$ cat src/rtl/display_pkg.sv
// display_pkg: shared types and constants for the display scan path.
//   bcd_t      - one BCD digit
//   sel_t      - digit index driven by display_controller (0 = rightmost)
//   SEG_*      - active-low glyphs, bit order {g,f,e,d,c,b,a}
//   NUM_DIGITS - number of physical digits
package display_pkg;

    localparam int unsigned NUM_DIGITS = 4;

    typedef logic [3:0] bcd_t;
    typedef logic [1:0] sel_t;

    typedef enum logic {
        PendEmpty,
        PendFull
    } pend_state_e;

    localparam logic [6:0] SEG_0     = 7'b1000000;
    localparam logic [6:0] SEG_1     = 7'b1111001;
    localparam logic [6:0] SEG_2     = 7'b0100100;
    localparam logic [6:0] SEG_3     = 7'b0110000;
    localparam logic [6:0] SEG_4     = 7'b0011001;
    localparam logic [6:0] SEG_5     = 7'b0010010;
    localparam logic [6:0] SEG_6     = 7'b0000010;
    localparam logic [6:0] SEG_7     = 7'b1111000;
    localparam logic [6:0] SEG_8     = 7'b0000000;
    localparam logic [6:0] SEG_9     = 7'b0010000;
    localparam logic [6:0] SEG_DASH  = 7'b0111111;
    localparam logic [6:0] SEG_BLANK = 7'b1111111;

endpackage

$ cat src/rtl/seg7_decoder.sv
// seg7_decoder: combinational BCD to active-low 7-segment glyph.
//   i_bcd - digit value; 0-9 give the numeral, A-F give a dash
//   o_seg - segments {g,f,e,d,c,b,a}, active-low
module seg7_decoder
    import display_pkg::*;
(
    input  bcd_t       i_bcd,
    output logic [6:0] o_seg
);

    always_comb begin
        o_seg = SEG_DASH;
        case (i_bcd)
            4'd0:    o_seg = SEG_0;
            4'd1:    o_seg = SEG_1;
            4'd2:    o_seg = SEG_2;
            4'd3:    o_seg = SEG_3;
            4'd4:    o_seg = SEG_4;
            4'd5:    o_seg = SEG_5;
            4'd6:    o_seg = SEG_6;
            4'd7:    o_seg = SEG_7;
            4'd8:    o_seg = SEG_8;
            4'd9:    o_seg = SEG_9;
            default: o_seg = SEG_DASH;
        endcase
    end

endmodule

$ cat src/rtl/display_digit_driver.sv
// display_digit_driver: drives a 4-digit 7-segment display from the scan index SEL.
// A 16-bit BCD value is accepted over DATA_VALID/DATA_READY into a pending buffer
// and committed to the active buffer only at a 3->0 SEL transition, so a frame never
// mixes old and new digits. Per-digit blinking uses an internal BLINK_DIV divider.
// Ports:
//   CLK, RST_N            - clock, asynchronous active-low reset
//   SEL                   - digit index being scanned (0 = rightmost)
//   DATA_IN/VALID/READY   - value load handshake (READY = pending buffer empty)
//   BLINK_MASK            - per-digit blink enable
//   COLON                 - light the decimal point on digit 2
//   AN, SEG, DP           - registered active-low anode/segment/decimal point outputs
// Build option: define LEADING_ZERO_BLANK_EN to blank leading zero digits 3..1.
module display_digit_driver
    import display_pkg::*;
#(
    parameter int unsigned BLINK_DIV = 50_000_000
) (
    input  logic                  CLK,
    input  logic                  RST_N,
    input  sel_t                  SEL,
    input  logic [15:0]           DATA_IN,
    input  logic                  DATA_VALID,
    output logic                  DATA_READY,
    input  logic [NUM_DIGITS-1:0] BLINK_MASK,
    input  logic                  COLON,
    output logic [NUM_DIGITS-1:0] AN,
    output logic [6:0]            SEG,
    output logic                  DP
);

    localparam int unsigned     CNT_W   = (BLINK_DIV > 1) ? $clog2(BLINK_DIV) : 1;
    localparam logic [CNT_W-1:0] CNT_MAX = CNT_W'(BLINK_DIV - 1);

    pend_state_e           r_pend_state, w_pend_state_d;
    logic [15:0]           r_pending;
    logic [15:0]           r_active, w_active_d;
    sel_t                  r_sel_q;
    logic [CNT_W-1:0]      r_blink_cnt;
    logic                  r_blink_on;
    logic [NUM_DIGITS-1:0] r_an;
    logic [6:0]            r_seg;
    logic                  r_dp;

    logic       w_boundary;
    logic       w_accept;
    bcd_t       w_digit;
    logic [6:0] w_glyph;
    logic       w_blink_blank;
    logic       w_lz_blank;

    assign w_boundary = (r_sel_q == 2'd3) && (SEL == 2'd0);
    assign w_accept   = DATA_VALID && (r_pend_state == PendEmpty);
    assign DATA_READY = (r_pend_state == PendEmpty);

    // Accept only when empty, commit only when full: the two never coincide, so a
    // same-cycle offer at a boundary with an empty buffer waits for the next frame.
    always_comb begin
        w_pend_state_d = r_pend_state;
        w_active_d     = r_active;
        unique case (r_pend_state)
            PendEmpty: if (w_accept) w_pend_state_d = PendFull;
            PendFull: begin
                if (w_boundary) begin
                    w_pend_state_d = PendEmpty;
                    w_active_d     = r_pending;
                end
            end
            default: w_pend_state_d = PendEmpty;
        endcase
    end

    // Decode from the post-commit value so the new frame's digit 0 appears right
    // after the boundary cycle.
    assign w_digit       = w_active_d[{SEL, 2'b00} +: 4];
    assign w_blink_blank = BLINK_MASK[SEL] && !r_blink_on;

`ifdef LEADING_ZERO_BLANK_EN
    always_comb begin
        w_lz_blank = 1'b0;
        case (SEL)
            2'd3:    w_lz_blank = (w_active_d[15:12] == 4'h0);
            2'd2:    w_lz_blank = (w_active_d[15:8] == 8'h00);
            2'd1:    w_lz_blank = (w_active_d[15:4] == 12'h000);
            default: w_lz_blank = 1'b0;
        endcase
    end
`else
    assign w_lz_blank = 1'b0;
`endif

    seg7_decoder u_seg7_decoder (
        .i_bcd (w_digit),
        .o_seg (w_glyph)
    );

    always_ff @(posedge CLK or negedge RST_N) begin
        if (!RST_N) begin
            r_pend_state <= PendEmpty;
            r_pending    <= 16'h0000;
            r_active     <= 16'h0000;
            r_sel_q      <= 2'd0;
        end else begin
            r_pend_state <= w_pend_state_d;
            r_active     <= w_active_d;
            r_sel_q      <= SEL;
            if (w_accept) r_pending <= DATA_IN;
        end
    end

    always_ff @(posedge CLK or negedge RST_N) begin
        if (!RST_N) begin
            r_blink_cnt <= '0;
            r_blink_on  <= 1'b1;
        end else if (r_blink_cnt == CNT_MAX) begin
            r_blink_cnt <= '0;
            r_blink_on  <= !r_blink_on;
        end else begin
            r_blink_cnt <= r_blink_cnt + 1'b1;
        end
    end

    always_ff @(posedge CLK or negedge RST_N) begin
        if (!RST_N) begin
            r_an  <= '1;
            r_seg <= SEG_BLANK;
            r_dp  <= 1'b1;
        end else begin
            r_an  <= ~({{(NUM_DIGITS - 1){1'b0}}, 1'b1} << SEL);
            r_seg <= (w_blink_blank || w_lz_blank) ? SEG_BLANK : w_glyph;
            // Leading-zero blanking deliberately leaves the decimal point alone.
            r_dp  <= !((SEL == 2'd2) && COLON && !w_blink_blank);
        end
    end

    assign AN  = r_an;
    assign SEG = r_seg;
    assign DP  = r_dp;

endmodule

$ cat config.mk
export PLATFORM = sky130hd
export DESIGN_NAME = display_digit_driver
export DESIGN_NICKNAME = d
export VERILOG_FILES = /design/src/rtl/display_pkg.sv /design/src/rtl/seg7_decoder.sv /design/src/rtl/display_digit_driver.sv
export SDC_FILE = /design/constraint.sdc
export NUM_CORES = 1
export LEC_CHECK = 0
export CORE_ASPECT_RATIO = 0.5
export CORE_MARGIN = 3
export CORE_UTILIZATION = 55
export CTS_BUF_LIST = sky130_fd_sc_hd__clkbuf_16
export DETAILED_ROUTE_END_ITERATION = 10
export PLACE_DENSITY = 0.77
export RECOVER_POWER = 100
export REMOVE_ABC_BUFFERS = 1
export SKIP_LAST_GASP = 1
export SLEW_MARGIN = 20
export SYNTH_ARGS = -nofsm -noshare
export SYNTH_HDL_FRONTEND = slang
export SYNTH_SLANG_ARGS = --single-unit
$ cat constraint.sdc
create_clock -name CLK -period 2.1 [get_ports CLK]
set_input_delay 0.315 -clock CLK [delete_from_list [all_inputs] [get_ports CLK]]
set_output_delay 0.315 -clock CLK [all_outputs]
set_load 0.02 [all_outputs]
Yosys cells after proc, flatten, opt, wreduce, memory -nomap -nowiden
Memory sizes are Yosys's and may differ from the RTL's.
Index checks and enable logic that the tools add are counted.

word-level totals
  memory bits (writable) = 0
  bits in registers = 74
  memory bits (read-only) = 112
  memories = 1
  output and inout port bits = 13
  logic and storage cells = 37
  latch bits = 0

memory list
  name              words  bits a word  rd ports  clocked after Yosys merged registers in  write ports  RTL line            source
  (name not given)  16     7            1         0                                        0            seg7_decoder.sv:13  case (i_bcd)

operators by class
  bitwise operators = 2
  div/mod/pow operators = 0
  shifts and indexed selects = 2
  eq/ne operators = 3
  $add $sub $neg = 1
  multiplexer cells = 9
  $lt $le $gt $ge = 1
  multipliers = 0
  reductions and logical operators = 9

operators with widths
  operator                                            number
  two-way mux 16 bit                                  2
  adder 26 x 1 -> 26 bit, second input constant       1
  == test 26 bit, second input constant               1
  two-way mux 26 bit                                  1
  indexed part select 16 x 5 -> 4 bit                 1
  two-way mux 7 bit                                   1
  logical AND 1 bit                                   5
  == test 2 bit, second input constant                2
  NOT 4 bit                                           1
  left shift 1 x 2 -> 4 bit, first input constant     1
  logical NOT 1 bit                                   3
  < comparator 2 x 3 -> 1 bit, second input constant  1
  two-way mux 1 bit                                   3
  binary-select mux 1 bit (select 2 bit)              1
  logical NOT 2 bit                                   1
  one-hot mux 1 bit (2 select lines)                  1
  NOT 1 bit                                           1

Longest topological paths before layout
Gate-level depths: netlist of run 1.
An unclocked memory read counts as a cell.

  depth after elaboration = 7
  gate-level depth with buffers = 8

By module
Synthesis of run 1 repeated with hierarchy kept, for this count alone.

second synthesis, totals
  cell total of the unflattened synthesis = 267
  area, all modules = 3394.5 µm²

by module, submodules not included
  module                cells an instance  times used  seq. area each (µm²)  area each (µm²)
  display_digit_driver  236                1           1868.0                3154.3
  seg7_decoder          31                 1           0.0                   240.2

Worst setup path after synthesis of run 1
No wires, ideal clock.

  path type = input to register
  start point = input SEL[0]
  end point = register r_seg[0], in the netlist SEG[0]
  data arrival time = 1.739 ns
  stages on the path = 8
  slack = 0.270 ns
  cell sequence = buf_6 -> mux2_1 -> a22o_1 -> a211oi_2 -> inv_1 -> ha_1 -> mux2i_1 -> a32oi_1

on the way
  longest elaborated chain between the ends = 7
  elaborated cells between the ends (all ways) = 10
  those cells by class = shift (1); mux (5); reduce/logical (3); memory (1)

ends and longest elaborated chain
  what                                 RTL line                     source
  from (decl)                          display_digit_driver.sv:20   input sel_t SEL,
  logical NOT 2 bit                    display_digit_driver.sv:51   assign w_boundary = (r_sel_q == 2'd3) && (SEL == 2'd0);
  logical AND 1 bit                    display_digit_driver.sv:51
  two-way mux 16 bit                   display_digit_driver.sv:63   if (w_boundary) begin
  two-way mux 16 bit                   display_digit_driver.sv:60   unique case (r_pend_state)
  indexed part select 16 x 5 -> 4 bit  display_digit_driver.sv:74   assign w_digit = w_active_d[{SEL, 2'b00} +: 4];
  memory (16 x 7 bit)                  -
  two-way mux 7 bit *                  display_digit_driver.sv:129  r_seg <= (w_blink_blank || w_lz_blank) ? SEG_BLANK : w_glyph;
  to (signal assigned)                 display_digit_driver.sv:129
  to (decl)                            display_digit_driver.sv:41   logic [6:0] r_seg;

Mark *: on every way between the ends. The rest lies on a longest branch, timed or not. The select of a mux whose other input is x is not followed.
A chain may end at the register's enable or synchronous reset.

Worst setup path after layout of run 1
  start point = input SEL[0]
  end point = register r_seg[3], in the netlist SEG[3]

Same word-level chain as after synthesis.

==> reports/metrics.yaml, run 1 <==
floorplan:
  design.core.area_sq_mm: 0.005705
  ios: 39
  rows: 19
  fp.dieH_microns: 61.40
  initial_core_util: 0.5917
  fp.dieArea_sq_mm: 0.007171
  fp.dieW_microns: 116.8
outcome:
  status: "complete, but fails checks"
  violations: "capacitance limit, slew limit"
route:
  totalWireLength_microns: 6443
  num_vias: 2392
  dr_wl_met2_microns: 3311
  drc: 0
  post_drt_wl_per_cell_microns: 14.68
  avgViaCountPerCell: 5.449
  firstDrtPassIters: 4
  drt_iter0_drc: 98
  wl_met1_microns: 2707
  routed.top_layer: "met4"
  ant_nets: 0
  wl_met3_microns: 243
cells_and_area:
  drive_gt1_frac: 0.1913
  final_cell_area_sq_mm: 0.004173
  final_nets: 394
  multi_input_area_sq_mm: 0.001408
  diodes: 0
  fillers: 396
  register_area_sq_mm: 0.001868
  final_util: 0.7314
  area_growth_pct: 23.61
sta:
  fin_crit_ps: 1952
  fin_setup_tns_ps: 0
  rsz0062_at_grt: "no"
  hold_viol: 0
  setup_viol_count_final: 0
  worst_pin_slew_ps: 1544
  slew_headroom: -0.02907
  finalMaxSlewViolations: 28
  fin_crit_sh: 0.9295
  fin_ws_ps: 148.1
  fin_skew_ps: 2.909
  max_freq_ghz: 0.5123
yosys:
  yosys_warnings: 0
  synth_enable_flop_cells: 0
  avgSynthCellArea_sq_um: 11.25
  synth_cell_types: 48
  dominantRegCellSynth: "dfrtp_1"
  ys_seq_area_frac: 0.5534
  synth_cells: 300
  async_reset_ff_frac: 1.000
  synth_seq_cells: 74
  synth_area_sq_mm: 0.003376
placed_design:
  dp_hpwl_microns: 4771
  dpl_cell_area_sq_mm: 0.003970
  gp_congestion: 0.8774
  place_ws_ps: -354.3
  port_buffers: 38
clocking:
  htree_levels: 3
  cts_max_path_buffers: 2
  cts_buffers: 9
  clock-sinks: 74
  postCtsSetupRepairBufs: 0
  root_buffer: "clkbuf_16"
  clk_latency_ps: 330
  cts_tree: "built"
  cts.clk_slew.worst_paths_ps: 50
critical_path:
  required_ps: 2340
  arrival_ps: 2200
  critPathKind: "primary input to flop"
  path_max_fanout: 5
  end_kind: "flop"
  start_kind: "primary input"
hold_path:
  hold_path.class: "primary input to async pin"
run:
  cap_violations: 1
global_routing:
  grt-ovfl-total: 0
  grt_pass1_vias: 2414
  grt_usage: 0.2074
  grt_max_degree: 33
  antenna_found_initial: 0
  grt_pass1_wl_microns: 10970
power_and_ir_drop:
  power_density_mw_per_mm2: 945.5
  vdd_drop_max_mv: 0.7701
  p_leak_nw: 1.899
cell usage after synthesis (all sizes together) (7+ instances only):
cell type | number | share of area
nand2 | 56 | 0.062
xor2 | 10 | 0.026
dfrtp | 61 | 0.45
nor2 | 21 | 0.025
dfstp | 13 | 0.10
nand3 | 12 | 0.019
mux2 | 22 | 0.074
ha | 7 | 0.026
xnor2 | 13 | 0.034
inv | 9 | 0.010
worst max-delay path, cell delays in order:
cell and delay [ps]:
clkdlybuf4s50_1 520, mux2_1 340, a22o_1 210, a211oi_4 260, inv_2 100, ha_1 190, mux2i_1 170, a32oi_1 90
timing repair:
item / CTS / global route
gates resized for setup: 0 / 2
hold endpoints to repair: 0 / 0
hold buffers: 0 / 0
setup endpoints to repair: 0 / 6
logic make-up after synthesis:
kind of cell,Yosys count,share of synthesized area
buffers and inverters,19,0.02483
muxes,29,0.09896
adders and majority gates,7,0.02594
DFF,74,0.5534
and+or+nand+nor,126,0.1872
xor gates and xnor gates,23,0.05967
AOI/OAI and AO/OA,22,0.05004
cell type report:
class / count / share of cell area
Sequential cell: 74 / 0.4477
Multi-Input combinational cell: 207 / 0.3373
Timing Repair Buffer: 60 / 0.1238
Clock buffer: 9 / 0.05397
Tap cell: 73 / 0.02189
Inverter: 9 / 0.008096
Clock inverter: 7 / 0.007196
power breakdown:
part | internal [W] | total, W | switching (W)
registers | 0.00171 | 0.00185 | 0.000138
clock network | 0.000773 | 0.00130 | 0.000527
logic | 0.000400 | 0.000796 | 0.000397
total | 0.00288 | 0.00395 | 0.00106
sequential cells by signal, indices dropped and copies added, names as in the netlist:
| register | count |
|---|---|
| r_sel_q | 2 |
| r_blink_cnt | 26 |
| r_active | 16 |
| r_pending | 16 |
| AN | 4 |
| r_blink_on | 1 |
| r_pend_state | 1 |
| DP | 1 |
| SEG | 7 |
routing by layer:
metal,track usage,vias up
met4,0.1078,0
met1,0.2364,1187
met3,0.06869,20
met2,0.3589,38
met5,0,-
li1,-,1147
final timing paths:
check / startpoint / to / slack [ps] / cells after the start
max reg2reg: r_pend_state / SEG[2] / 280 / 7
min in group CLK: r_pending[8] / r_active[8] / 470 / 2
min reg2reg: r_pending[8] / r_active[8] / 470 / 2
min: RST_N / r_blink_cnt[19] / 360 / 1
max in group asynchronous: RST_N / r_blink_cnt[13] / 630 / 2
max: SEL[0] / SEG[3] / 150 / 8
stage by stage:
step / cells / hold slack (ps) / power [W]
final: 439 / 359.5 / 0.003946
after CTS: 439 / 22.51 / 0.004012
after floorplan: 290 / 19.41 / 0.002318
after global routing: 439 / 471.3 / 0.004167
after detailed placement: 423 / 378.5 / 0.002692
after global placement: 423 / 367.4 / 0.002640
cells in the final DEF, fill, tap and decap left out, types with 6 or more instances in the layout:
master           count
ha_1                 7
clkbuf_16            9
clkbuf_1             9
dfstp_2             13
dlygate4sd3_1       15
xnor2_1             13
mux2i_1              6
nand3_1             11
clkdlybuf4s50_1     22
dfrtp_1             61
mux2_2              18
nor2_1              19
nor4_1               6
nand2_1             56
inv_1               11
buf_4               11
xor2_1              10
Power figures use the tool's default switching activity.
==> run 2: changes to the inputs <==
--- a/config.mk
+++ b/config.mk
@@ -5,7 +5,7 @@
 export SDC_FILE = /design/constraint.sdc
 export NUM_CORES = 1
 export LEC_CHECK = 0
-export CORE_ASPECT_RATIO = 0.5
+export CORE_ASPECT_RATIO = 1.5
 export CORE_MARGIN = 3
 export CORE_UTILIZATION = 55
 export CTS_BUF_LIST = sky130_fd_sc_hd__clkbuf_16
@@ -13,6 +13,7 @@
 export PLACE_DENSITY = 0.77
 export RECOVER_POWER = 100
 export REMOVE_ABC_BUFFERS = 1
+export SETUP_SLACK_MARGIN = 0.05
 export SKIP_LAST_GASP = 1
 export SLEW_MARGIN = 20
 export SYNTH_ARGS = -nofsm -noshare
==> run 2 against run 1 <==
- the flow now finishes without violations
- die area decreased by 0.53%
- clock skew increased by 1.0 ps
- first-iteration DRC count decreased by 11%
- fmax increased by 1.3%
- clock power increased by 21%
- worst hold slack got worse by 76 ps
- register-to-register slack got worse by 60 ps
- combinational power decreased by 2%
- non-clock buffer count increased by 1
- total power increased by 6.5%
- critical path depth unchanged
- largest power group unchanged
==> reports/metrics.yaml, run 2 (synthesis results as in run 1) <==
global_routing:
  grt_pass1_vias: 2536
  antenna_found_initial: 0
  grt-ovfl-total: 0
  grt_max_degree: 29
  grt_pass1_wl_microns: 11240
  grt_usage: 0.2010
sta:
  rsz0062_at_grt: "no"
  holdWs_ps: 283.2
  hold_viol: 0
  setup_viol_count_final: 0
  finalMaxSlewViolations: 0
  fin_skew_ps: 3.908
  worst_pin_slew_ps: 1371
  fin_crit_sh: 0.9180
  fin_ws_ps: 172.2
  max_freq_ghz: 0.5187
  fin_crit_ps: 1928
  slew_headroom: 0.08619
critical_path:
  path_buf_inv: 2
  cp_top_family: "buffers and inverters"
  max_stage_delay_ps: 640
  path_max_fanout: 5
  crit_slowest_cell: "dlygate4sd3_1"
  end_kind: "flop"
  arrival_ps: 2160
  worstPathCellList: "dlygate4sd3_1 > nor2b_2 > a22o_1 > a211oi_2 > inv_1 > ha_1 > mux2i_1 > a32oi_1"
  critPathKind: "primary input to flop"
  start_kind: "primary input"
  required_ps: 2330
outcome:
  status: "complete, no violations"
power_and_ir_drop:
  total_power_w: 0.004203
  p_comb_frac: 0.186
  p_int_w: 0.003051
  p_leak_nw: 1.944
  power_density_mw_per_mm2: 995.9
  p_clk_frac: 0.374
  vdd_drop_max_mv: 0.7762
  seq_power_share: 0.440
  p_sw_frac: 0.2742
  p_sw_w: 0.001152
run:
  cap_violations: 0
route:
  totalWireLength_microns: 6530
  avgViaCountPerCell: 5.487
  firstDrtPassIters: 6
  drc: 0
  post_drt_wl_per_cell_microns: 14.87
  num_vias: 2409
  ant_nets: 0
  drt_iter0_drc: 87
floorplan:
  rows: 34
  fp.dieH_microns: 102.0
  ios: 39
  fp.dieW_microns: 69.97
  design.core.area_sq_mm: 0.005871
  initial_core_util: 0.5750
  fp.dieArea_sq_mm: 0.007133
clocking:
  root_buffer: "clkbuf_16"
  postCtsSetupRepairBufs: 0
  cts.clk_slew.worst_paths_ps: 60
  clk_latency_ps: 330
  clock-sinks: 74
  cts_tree: "built"
  cts_max_path_buffers: 2
  htree_levels: 3
  cts_buffers: 9
placed_design:
  dp_hpwl_microns: 4851
  gp_congestion: 0.8045
  place_ws_ps: -290.2
  dp.cells: 423
  port_buffers: 38
cells_and_area:
  layout_common_cells: "dfrtp_1, nand2_1, clkdlybuf4s50_1"
  fillers: 425
  largest_reg_flops: 26
  register_area_sq_mm: 0.001868
  layout_commonest_cell: "dfrtp_1"
  regMostFlops: "r_blink_cnt"
  top_regs: "r_blink_cnt x26, r_active x16, r_pending x16"
  fin_cells: 439
  final_nets: 395
  multi_input_area_sq_mm: 0.001410
  area_growth_pct: 25.02
  drive_gt1_frac: 0.2071
  diodes: 0
hold_path:
  hold_path.class: "primary input to async pin"
-- run 2: repair_timing --
action | CTS | global route
pin swaps | 1 | 1
hold buffers | 0 | 0
resized for setup | 0 | 1
endpoints found under the setup margin | 1 | 2
-- run 2: cell type report --
class,count,area share
multi-input combinational,207,0.3341
inverter,9,0.008005
tap,72,0.02135
timing repair buffer,61,0.1207
clock buffer,9,0.05336
clock inverter,7,0.01986
sequential,74,0.4426
-- run 2: metrics by stage --
| step | cell area, sq um | setup TNS, ps | utilization |
|---|---|---|---|
| 6_report | 4220 | 0 | 0.7189 |
| 5_1_grt | 4220 | 0 | 0.7189 |
| 4_1_cts | 4298 | 0 | 0.7321 |
| 3_5_place_dp | 3989 | -2228 | 0.6795 |
| 3_3_place_gp | 3989 | -1486 | 0.6795 |
| 2_1_floorplan | 3326 | 0 | - |
-- run 2: path summary, 6_finish.rpt --
check                                   from              to  slack, ps  cells past startpoint
worst max-delay path                  SEL[1]          SEG[3]        170                      8
worst min-delay path                   RST_N  r_blink_cnt[4]        280                      1
worst max register to register  r_active[12]          SEG[3]        220                      7
worst min register to register  r_pending[8]     r_active[8]        470                      2
max in group asynchronous              RST_N     r_active[2]        520                      2
min in group CLK                      SEL[0]      r_sel_q[0]        430                      2
-- run 2: worst reg2reg max path, cell delays in order, from the launching register on --
cell,delay (ps)
dfrtp_1,400
mux2_1,300
a22o_1,190
a211oi_2,270
inv_1,120
ha_1,190
mux2i_1,210
a32oi_1,100
-- run 2: power by group through the flow --
stage          logic [W]  clock network (W)  registers (W)
5_1_grt         0.000869            0.00166        0.00189
6_report        0.000781            0.00157        0.00185
3_5_place_dp    0.000824                  0        0.00188
4_1_cts         0.000829            0.00159        0.00186
2_1_floorplan   0.000420                  0        0.00190
3_3_place_gp    0.000797                  0        0.00187
-- run 2: per-layer routing --
metal / wire length [microns] / GRT usage / up-vias
li1: - / - / 1153
met1: 2562 / 0.2144 / 1192
met2: 3616 / 0.3765 / 47
met3: 159 / 0.02854 / 17
met4: 192 / 0.1165 / 0
met5: 0 / 0 / -
